File: src/rtl/aes_key_cache_if.sv
// Fill and read bundle between the AES key schedule, the cache and the round datapath.
// master: drives key_load/rk_in/rk_in_valid/rd_*; slave: returns rd_key/rd_valid/rd_err/ready/busy.
interface aes_key_cache_if #(
  parameter int KEY_S = 128
);
  logic             key_load;
  logic [KEY_S-1:0] rk_in;
  logic             rk_in_valid;
  logic             rd_en;
  logic [3:0]       rd_idx;
  logic             rd_rev;
  logic [KEY_S-1:0] rd_key;
  logic             rd_valid;
  logic             rd_err;
  logic             ready;
  logic             busy;

  modport master (
    output key_load, rk_in, rk_in_valid,
    output rd_en, rd_idx, rd_rev,
    input  rd_key, rd_valid, rd_err,
    input  ready, busy
  );

  modport slave (
    input  key_load, rk_in, rk_in_valid,
    input  rd_en, rd_idx, rd_rev,
    output rd_key, rd_valid, rd_err,
    output ready, busy
  );
endinterface

File: src/rtl/aes_key_cache.sv
// Round-key cache: captures NR+1 schedule keys, serves any index with 1-cycle latency.
// Ports: clk, reset (async, active-low), bus (slave). Macro AES_KEY_CACHE_REVERSE_EN adds rd_rev.
module aes_key_cache #(
  parameter int KEY_S = 128,
  parameter int NR    = 10
) (
  input logic            clk,
  input logic            reset,
  aes_key_cache_if.slave bus
);

  localparam logic [3:0] LAST = 4'(NR);

  typedef enum logic [1:0] {
    EMPTY = 2'd0,
    FILL  = 2'd1,
    READY = 2'd2
  } state_e;

  state_e           state_q, state_d;
  logic [3:0]       wr_ptr_q, wr_ptr_d;
  logic             wr_en;
  logic [KEY_S-1:0] mem_q [NR+1];

  logic [3:0]       eidx;
  logic             rd_ok;
  logic             rd_bad;
  logic [KEY_S-1:0] rd_key_q, rd_key_d;
  logic             rd_valid_q, rd_valid_d;
  logic             rd_err_q, rd_err_d;
  logic             ready_q, ready_d;
  logic             busy_q, busy_d;

  always_ff @(posedge clk or negedge reset) begin
    if (!reset) begin
      state_q  <= EMPTY;
      wr_ptr_q <= '0;
    end else begin
      state_q  <= state_d;
      wr_ptr_q <= wr_ptr_d;
    end
  end

  // key_load outranks a coincident strobe.
  always_comb begin
    state_d  = state_q;
    wr_ptr_d = wr_ptr_q;
    wr_en    = 1'b0;
    if (bus.key_load) begin
      state_d  = FILL;
      wr_ptr_d = '0;
    end else if (state_q == FILL && bus.rk_in_valid) begin
      wr_en    = 1'b1;
      wr_ptr_d = wr_ptr_q + 4'd1;
      if (wr_ptr_q == LAST)
        state_d = READY;
    end
  end

  // Storage carries no reset; validity lives in the state.
  always_ff @(posedge clk) begin
    if (wr_en)
      mem_q[wr_ptr_q] <= bus.rk_in;
  end

  always_comb begin
`ifdef AES_KEY_CACHE_REVERSE_EN
    eidx = bus.rd_rev ? LAST - bus.rd_idx : bus.rd_idx;
`else
    eidx = bus.rd_idx;
`endif
    // Bounds use the raw index; state is the pre-edge value.
    rd_ok      = bus.rd_en && (state_q == READY) &&
                 (bus.rd_idx <= LAST);
    rd_bad     = bus.rd_en && !rd_ok;
    rd_key_d   = rd_ok ? mem_q[eidx] : rd_key_q;
    rd_valid_d = rd_ok;
    rd_err_d   = rd_bad;
    ready_d    = (state_d == READY);
    busy_d     = (state_d == FILL);
  end

  always_ff @(posedge clk or negedge reset) begin
    if (!reset) begin
      rd_key_q   <= '0;
      rd_valid_q <= 1'b0;
      rd_err_q   <= 1'b0;
      ready_q    <= 1'b0;
      busy_q     <= 1'b0;
    end else begin
      rd_key_q   <= rd_key_d;
      rd_valid_q <= rd_valid_d;
      rd_err_q   <= rd_err_d;
      ready_q    <= ready_d;
      busy_q     <= busy_d;
    end
  end

  assign bus.rd_key   = rd_key_q;
  assign bus.rd_valid = rd_valid_q;
  assign bus.rd_err   = rd_err_q;
  assign bus.ready    = ready_q;
  assign bus.busy     = busy_q;

endmodule
File: src/flat_wrapper.sv
// flat-port wrapper written by rule: the top's interface ports become plain ports
module aes_key_cache_flat 
#(
  parameter int KEY_S = 128,
  parameter int NR    = 10
)
  (clk, reset, bus_key_load, bus_rk_in, bus_rk_in_valid, bus_rd_en, bus_rd_idx, bus_rd_rev, bus_rd_key, bus_rd_valid, bus_rd_err, bus_ready, bus_busy);
  aes_key_cache_if #(.KEY_S(KEY_S)) bus_i ();
  input logic clk;
  input logic reset;
  input wire logic [$bits(bus_i.key_load)-1:0] bus_key_load;
  input wire logic [$bits(bus_i.rk_in)-1:0] bus_rk_in;
  input wire logic [$bits(bus_i.rk_in_valid)-1:0] bus_rk_in_valid;
  input wire logic [$bits(bus_i.rd_en)-1:0] bus_rd_en;
  input wire logic [$bits(bus_i.rd_idx)-1:0] bus_rd_idx;
  input wire logic [$bits(bus_i.rd_rev)-1:0] bus_rd_rev;
  output wire logic [$bits(bus_i.rd_key)-1:0] bus_rd_key;
  output wire logic [$bits(bus_i.rd_valid)-1:0] bus_rd_valid;
  output wire logic [$bits(bus_i.rd_err)-1:0] bus_rd_err;
  output wire logic [$bits(bus_i.ready)-1:0] bus_ready;
  output wire logic [$bits(bus_i.busy)-1:0] bus_busy;
  assign bus_i.key_load = bus_key_load;
  assign bus_i.rk_in = bus_rk_in;
  assign bus_i.rk_in_valid = bus_rk_in_valid;
  assign bus_i.rd_en = bus_rd_en;
  assign bus_i.rd_idx = bus_rd_idx;
  assign bus_i.rd_rev = bus_rd_rev;
  assign bus_rd_key = bus_i.rd_key;
  assign bus_rd_valid = bus_i.rd_valid;
  assign bus_rd_err = bus_i.rd_err;
  assign bus_ready = bus_i.ready;
  assign bus_busy = bus_i.busy;
  aes_key_cache #(.KEY_S(KEY_S), .NR(NR)) u_core (.clk(clk), .reset(reset), .bus(bus_i));
endmodule
File: config.mk
export PLATFORM = sky130hd
export DESIGN_NAME = aes_key_cache_flat
export DESIGN_NICKNAME = d
export VERILOG_FILES = /design/src/rtl/aes_key_cache_if.sv /design/src/rtl/aes_key_cache.sv /design/src/flat_wrapper.sv
export SDC_FILE = /design/constraint.sdc
export NUM_CORES = 1
export LEC_CHECK = 0
export ABC_CLOCK_PERIOD_IN_PS = 8240
export BUFFER_PORTS_ARGS = -buffer_cell sky130_fd_sc_hd__buf_4
export CORE_MARGIN = 2
export CORE_UTILIZATION = 50
export CTS_CLUSTER_SIZE = 20
export DETAILED_ROUTE_END_ITERATION = 16
export GPL_TIMING_DRIVEN = 0
export HOLD_SLACK_MARGIN = 0.15
export PLACE_DENSITY = 0.67
export SLEW_MARGIN = 10
export SYNTH_ARGS = -nofsm -noshare
export SYNTH_HDL_FRONTEND = slang
export SYNTH_SLANG_ARGS = --single-unit
File: constraint.sdc
create_clock -name clk -period 8.24 [get_ports clk]
set_input_delay 1.236 -clock clk [delete_from_list [all_inputs] [get_ports clk]]
set_output_delay 1.236 -clock clk [all_outputs]
set_load 0.02 [all_outputs]
* After elaboration in Yosys (flattened, before gate mapping)
Memory sizes are Yosys's and may differ from the RTL's. A register that Yosys moved wholly into a read port is not among the register bits.
Cells that the tools add are included.
** Storage, ports and cells
- Bits in registers :: 10
- RAM bits :: 1408
- Input bits :: 138
- Output and inout port bits :: 132
- Memories :: 1
** Memory list
- u_core.mem_q :: words 11, width 128, read ports 1, clocked after memory_dff 1, wr ports 1, line aes_key_cache.sv:23 : logic [KEY_S-1:0] mem_q [NR+1];
** Cells by class
- Add/subtract/negate cells :: 1
- Order comparisons :: 1
- Equal/unequal tests :: 5
- Muxes and demuxes :: 9
- Reductions and logical operators :: 7
** Operators with widths (count)
- two-way mux 4 bit :: 2
- two-way mux 2 bit :: 3
- adder 4 x 1 -> 4 bit (second input constant) :: 1
- equality test 2 x 1 -> 1 bit (second input constant) :: 2
- equality test 2 bit (second input constant) :: 2
- equality test 4 bit (second input constant) :: 1
- less-or-equal comparator 4 bit (second input constant) :: 1
- logical AND 1 bit :: 4
- two-way mux 1 bit :: 4
- zero test 1 bit :: 2
- nonzero test 2 bit :: 1

* Logic depth before layout (Yosys ltp)
- Depth after elaboration :: 6
- Depth in mapped cells :: 9
- Depth with buffers taken out :: 4

* Least setup slack after synthesis
OpenSTA, ideal clock, no wires.
- Kind :: input to register
- Start :: in bus_rk_in_valid
- End :: mem u_core.mem_q[4][0] (enable)
- Setup time :: 0.502 ns
- Data arrival time :: 4.814 ns
- Required time :: 7.738 ns
- Setup slack :: 2.924 ns
- Cell stages on the path :: 5
- Cell sequence :: and3b_1 > clkbuf_1 > nand2_1 > nor3_1 > and2_1
** On the way
- Longest elaborated chain between the ends :: 5
** RTL lines
- start, declared :: line flat_wrapper.sv:13 : input wire logic [$bits(bus_i.rk_in_valid)-1:0] bus_rk_in_valid;
- logical AND 1 bit :: line aes_key_cache.sv:52 : end else if (state_q == FILL && bus.rk_in_valid) begin
- two-way mux 1 bit :: line aes_key_cache.sv:52
- two-way mux 1 bit :: line aes_key_cache.sv:49 : if (bus.key_load) begin
- two-way mux 1 bit :: line aes_key_cache.sv:62 : if (wr_en)
- two-way mux 1 bit (implied by the code) :: line aes_key_cache.sv:63 : mem_q[wr_ptr_q] <= bus.rk_in;
- end, declared :: line aes_key_cache.sv:23
No other way between the ends.

* Final worst setup path
- Start :: in bus_key_load
- End :: mem u_core.mem_q[0][15] (enable)
** On the way
- Longest elaborated chain between the ends :: 3
** RTL lines
- start, declared :: line flat_wrapper.sv:11 : input wire logic [$bits(bus_i.key_load)-1:0] bus_key_load;
- two-way mux 1 bit :: line aes_key_cache.sv:49
- two-way mux 1 bit :: line aes_key_cache.sv:62
- two-way mux 1 bit (implied by the code) :: line aes_key_cache.sv:63
No other way between the ends.

==> qor.tcl <==
set qor(run_status) {complete, no violations}
set qor(synth_sequential_area_ratio_pct) 77.8
set qor(timing.reg2reg.setup_slack_ns) 5.15
set qor(worst_slew_margin_relative_to_its_limit_pct) 15.0
set qor(crit_path_max_incr_delay_ns) 0.80
set qor(design_area_final_um2) 68600
set qor(groute.usage.overall_pct) 23.7
set qor(worst_setup_path_start_kind) {input port}
set qor(placed_cells_incl_taps) 5158
set qor(chipHeight_um) 347
set qor(synth.net_count) 3477
set qor(hold_class) {in2async}
set qor(num_cts_buffers) 156
set qor(drive_above_1_share_pct) 18.2
set qor(post-route-min-period_ns) 3.23
set qor(detail_route.wl_per_cell_um) 26.3
set qor(hold_viol_final) 0
set qor(relative_area_change_from_synthesis_to_final_layout_pct) 16.7
set qor(crit_fanout) 43
set qor(timing.final.crit_share_pct) 39.2
set qor(first_pass_grt_wire_length_um) 208000
set qor(cts.clk_slew.worst_paths_ns) 0.06
set qor(required_ns) 8.66
set qor(timing.max_cap.violations) 0
set qor(die_area_um2) 120000
set qor(p_leak_nw) 25.5
set qor(htreeDepth) 4
set qor(final-max-slew-violation-count) 0
set qor(finalNonFillerCells) 5453
set qor(grt_antenna_before_repair) 23
set qor(drt_pre_antenna_iters) 5
set qor(floorplan.io_pins) 270
set qor(detailed_place_hpwl_um) 84700
set qor(avgSynthCellArea_um2) 17.6
set qor(globalRouteOverflowTotal) 0
set qor(worstSetupPathType) {in2reg}
set qor(route.detailed.drc) 0
set qor(start_util_pct) 50.5
set qor(netlist_area_um2) 58800
set qor(totalPowerFinal_mw) 16.4
set qor(fin_ws_ns) 5.01
set qor(clkSinkCount) 1546
set qor(cts_hold_buf) 0
set qor(rsz_0062_raised_after_global_routing) {false}
set qor(grt_pass1_vias) 31700
set qor(detail_route.iter0.violations) 3035
set qor(grt_max_degree) 83
set qor(synth_cell_types) 30
set qor(timing.reg2reg.worst_path_depth) 5
set qor(crit_path_frequent_cell) {buf_12}
set qor(postCtsSetupBuffers) 0
set qor(worst_ir_drop_vdd_mv) 0.225
set qor(clockRootBuffer) {clkbuf_16}
set qor(cts_tree) {done}
set qor(cts_repair_resize_count) 0
set qor(final_clock_skew_ns) 0.0186
set qor(power.density_cell_area_nw_per_um2) 239
set qor(port-buffer-count) 267
set qor(ctsLongestPathBuffers) 3
set qor(critPathCaptureType) {flip-flop}
set qor(detailroute.via_count) 31700
set qor(post_synthesis_cells) 3335
set qor(max_freq_mhz) 310
set qor(post_dp_cell_area_um2) 63600
set qor(count_of_nets_left_with_antenna_violations_after_detail_routing) 0
set qor(cp_data_arrival_time_ns) 3.65
set qor(report.final.setup_viol) 0
set qor(synth-seq-cells) 1546
set qor(gp_congestion) 0.744
set qor(avgViaCountPerCell) 5.81
set qor(finalWirelength_um) 144000
set qor(finish.net_count) 3934
set qor(regToRegStartpoint) {u_core.state_q[1]}
set qor(synthesis.yosys.warnings) 0
set qor(clock_network_latency_to_the_later_pin_of_the_worst_skew_pair_ns) 0.75
set qor(ordered_cell_list_for_the_critical_path) {buf_4, clkbuf_1, nor4_1, and2_4, buf_12, buf_12}
set qor(fin_tns_setup_ns) 0
set qor(critPathSlowestCell) {and2_4}
set qor(die_x_um) 347
set qor(pre_cts_slack_ns) 4.24
set qor(r2r_end) {u_core.mem_q[10][112]}
set qor(cell_row_count) 125
set qor(layout.filler_cells) 8722
set qor(floorplan.core_area_um2) 116000
set qor(tightest_slew_ns) 1.28
worst max-delay path by stage:
stage | start | to | cells past startpoint
after floorplan | bus_rk_in_valid | u_core.mem_q[4][0] | 5
after global placement | bus_rk_in_valid | u_core.mem_q[8][108] | 4
after detailed placement | bus_key_load | u_core.mem_q[0][17] | 6
after CTS | bus_key_load | u_core.mem_q[0][15] | 6
after global routing | bus_rk_in_valid | u_core.mem_q[10][111] | 6
final | bus_key_load | u_core.mem_q[0][15] | 6
synth_stat cells:
cell type	count	area (um2)
a21o_1	2	15.0
clkbuf_4	4	30.0
and3b_1	1	8.76
inv_1	6	22.5
buf_6	13	146
xnor2_1	1	8.76
o21a_1	1	7.51
nor3_1	2	10.0
buf_1	1	3.75
nor4b_1	1	8.76
and2_1	12	75.1
clkbuf_1	24	90.1
buf_2	109	546
nor4_1	1	6.26
nand2_1	261	980
xor2_1	2	17.5
edfxtp_1	1408	42300
dfrtp_1	138	3450
mux2i_1	640	6410
nand3_1	128	641
a22oi_1	384	2880
ha_1	4	50.1
nor2_1	5	18.8
o31ai_1	1	7.51
buf_4	49	368
o21ai_0	129	646
nand4_1	1	6.26
nand3b_1	2	15.0
nor2b_1	2	12.5
a21oi_1	3	15.0
where the power goes:
part	leakage, nW	internal (mW)	switching [mW]
Clock	2.47	4.02	2.86
Sequential	14.6	8.66	0.0373
Combinational	8.45	0.279	0.509
cells by family after synthesis:
group           synth area share, %
fa+ha+maj                    0.0852
xor+xnor                     0.0447
flops                          77.8
mux                            10.9
buf+inv                        2.05
simple gates                   3.03
compound gates                 6.08
sequential cells by signal, indices dropped and copies added (netlist names):
name                 count
u_core.mem_q          1408
u_core.bus.rd_key      128
u_core.wr_ptr_q          4
u_core.state_q           2
u_core.bus.busy          1
u_core.bus.rd_err        1
u_core.bus.rd_valid      1
u_core.bus.ready         1
cell usage in the layout, fill, tap and decap left out, drive strengths merged:
cell type     n
nor4b         1
o21a          1
buf         471
nor2b         2
diode         6
bufinv        9
edfxtp     1408
clkinv       47
nor2          5
mux2i       640
dfrtp       138
a22oi       384
o21ai       129
a21o          2
nor3          2
and3b         1
and2         12
inv          16
ha            4
nand3b        2
nand4         1
nor4          1
xor2          2
o31ai         1
a21oi         3
nand3       128
clkbuf      248
nand2       261
clkinvlp      3
xnor2         1
layer usage:
| metal | GRT usage, % | vias to the layer above | wire, um | part of all wire [%] |
|---|---|---|---|---|
| met2 | 37.7 | 1182 | 68300 | 48 |
| met3 | 5.15 | 226 | 11000 | 7.7 |
| li1 | - | 14100 | - | - |
| met5 | 0 | - | 149 | 0.10 |
| met4 | 8.14 | 24 | 4130 | 2.9 |
| met1 | 32.5 | 16200 | 60100 | 42 |
per-stage QoR:
step | utilization (%) | hold WS (ns)
final | 58.9 | 0.499
after global routing | 58.9 | 0.530
after CTS | 58.9 | 0.498
after detailed placement | 54.6 | 0.505
after global placement | 53.9 | 0.504
after floorplan | - | 0.500
worst max-delay path, delay by kind of cell:
kind | cells | cell delay (ns)
and+or+nand+nor | 2 | 1.45
buffers and inverters | 4 | 0.89
area by class of cell:
cell class	count	area [um2]	area share (%)
flip-flops and latches	1546	45700	66.7
repair buffers	299	2840	4.14
multi-input cells	1583	11900	17.3
diodes	6	15.0	0.0219
plain buffers	200	1180	1.73
well taps	1524	1910	2.78
inverters	6	30.0	0.0438
clock inverters	69	604	0.881
clock buffers	220	4410	6.43
No activity file was read; power rests on OpenSTA's default activity.
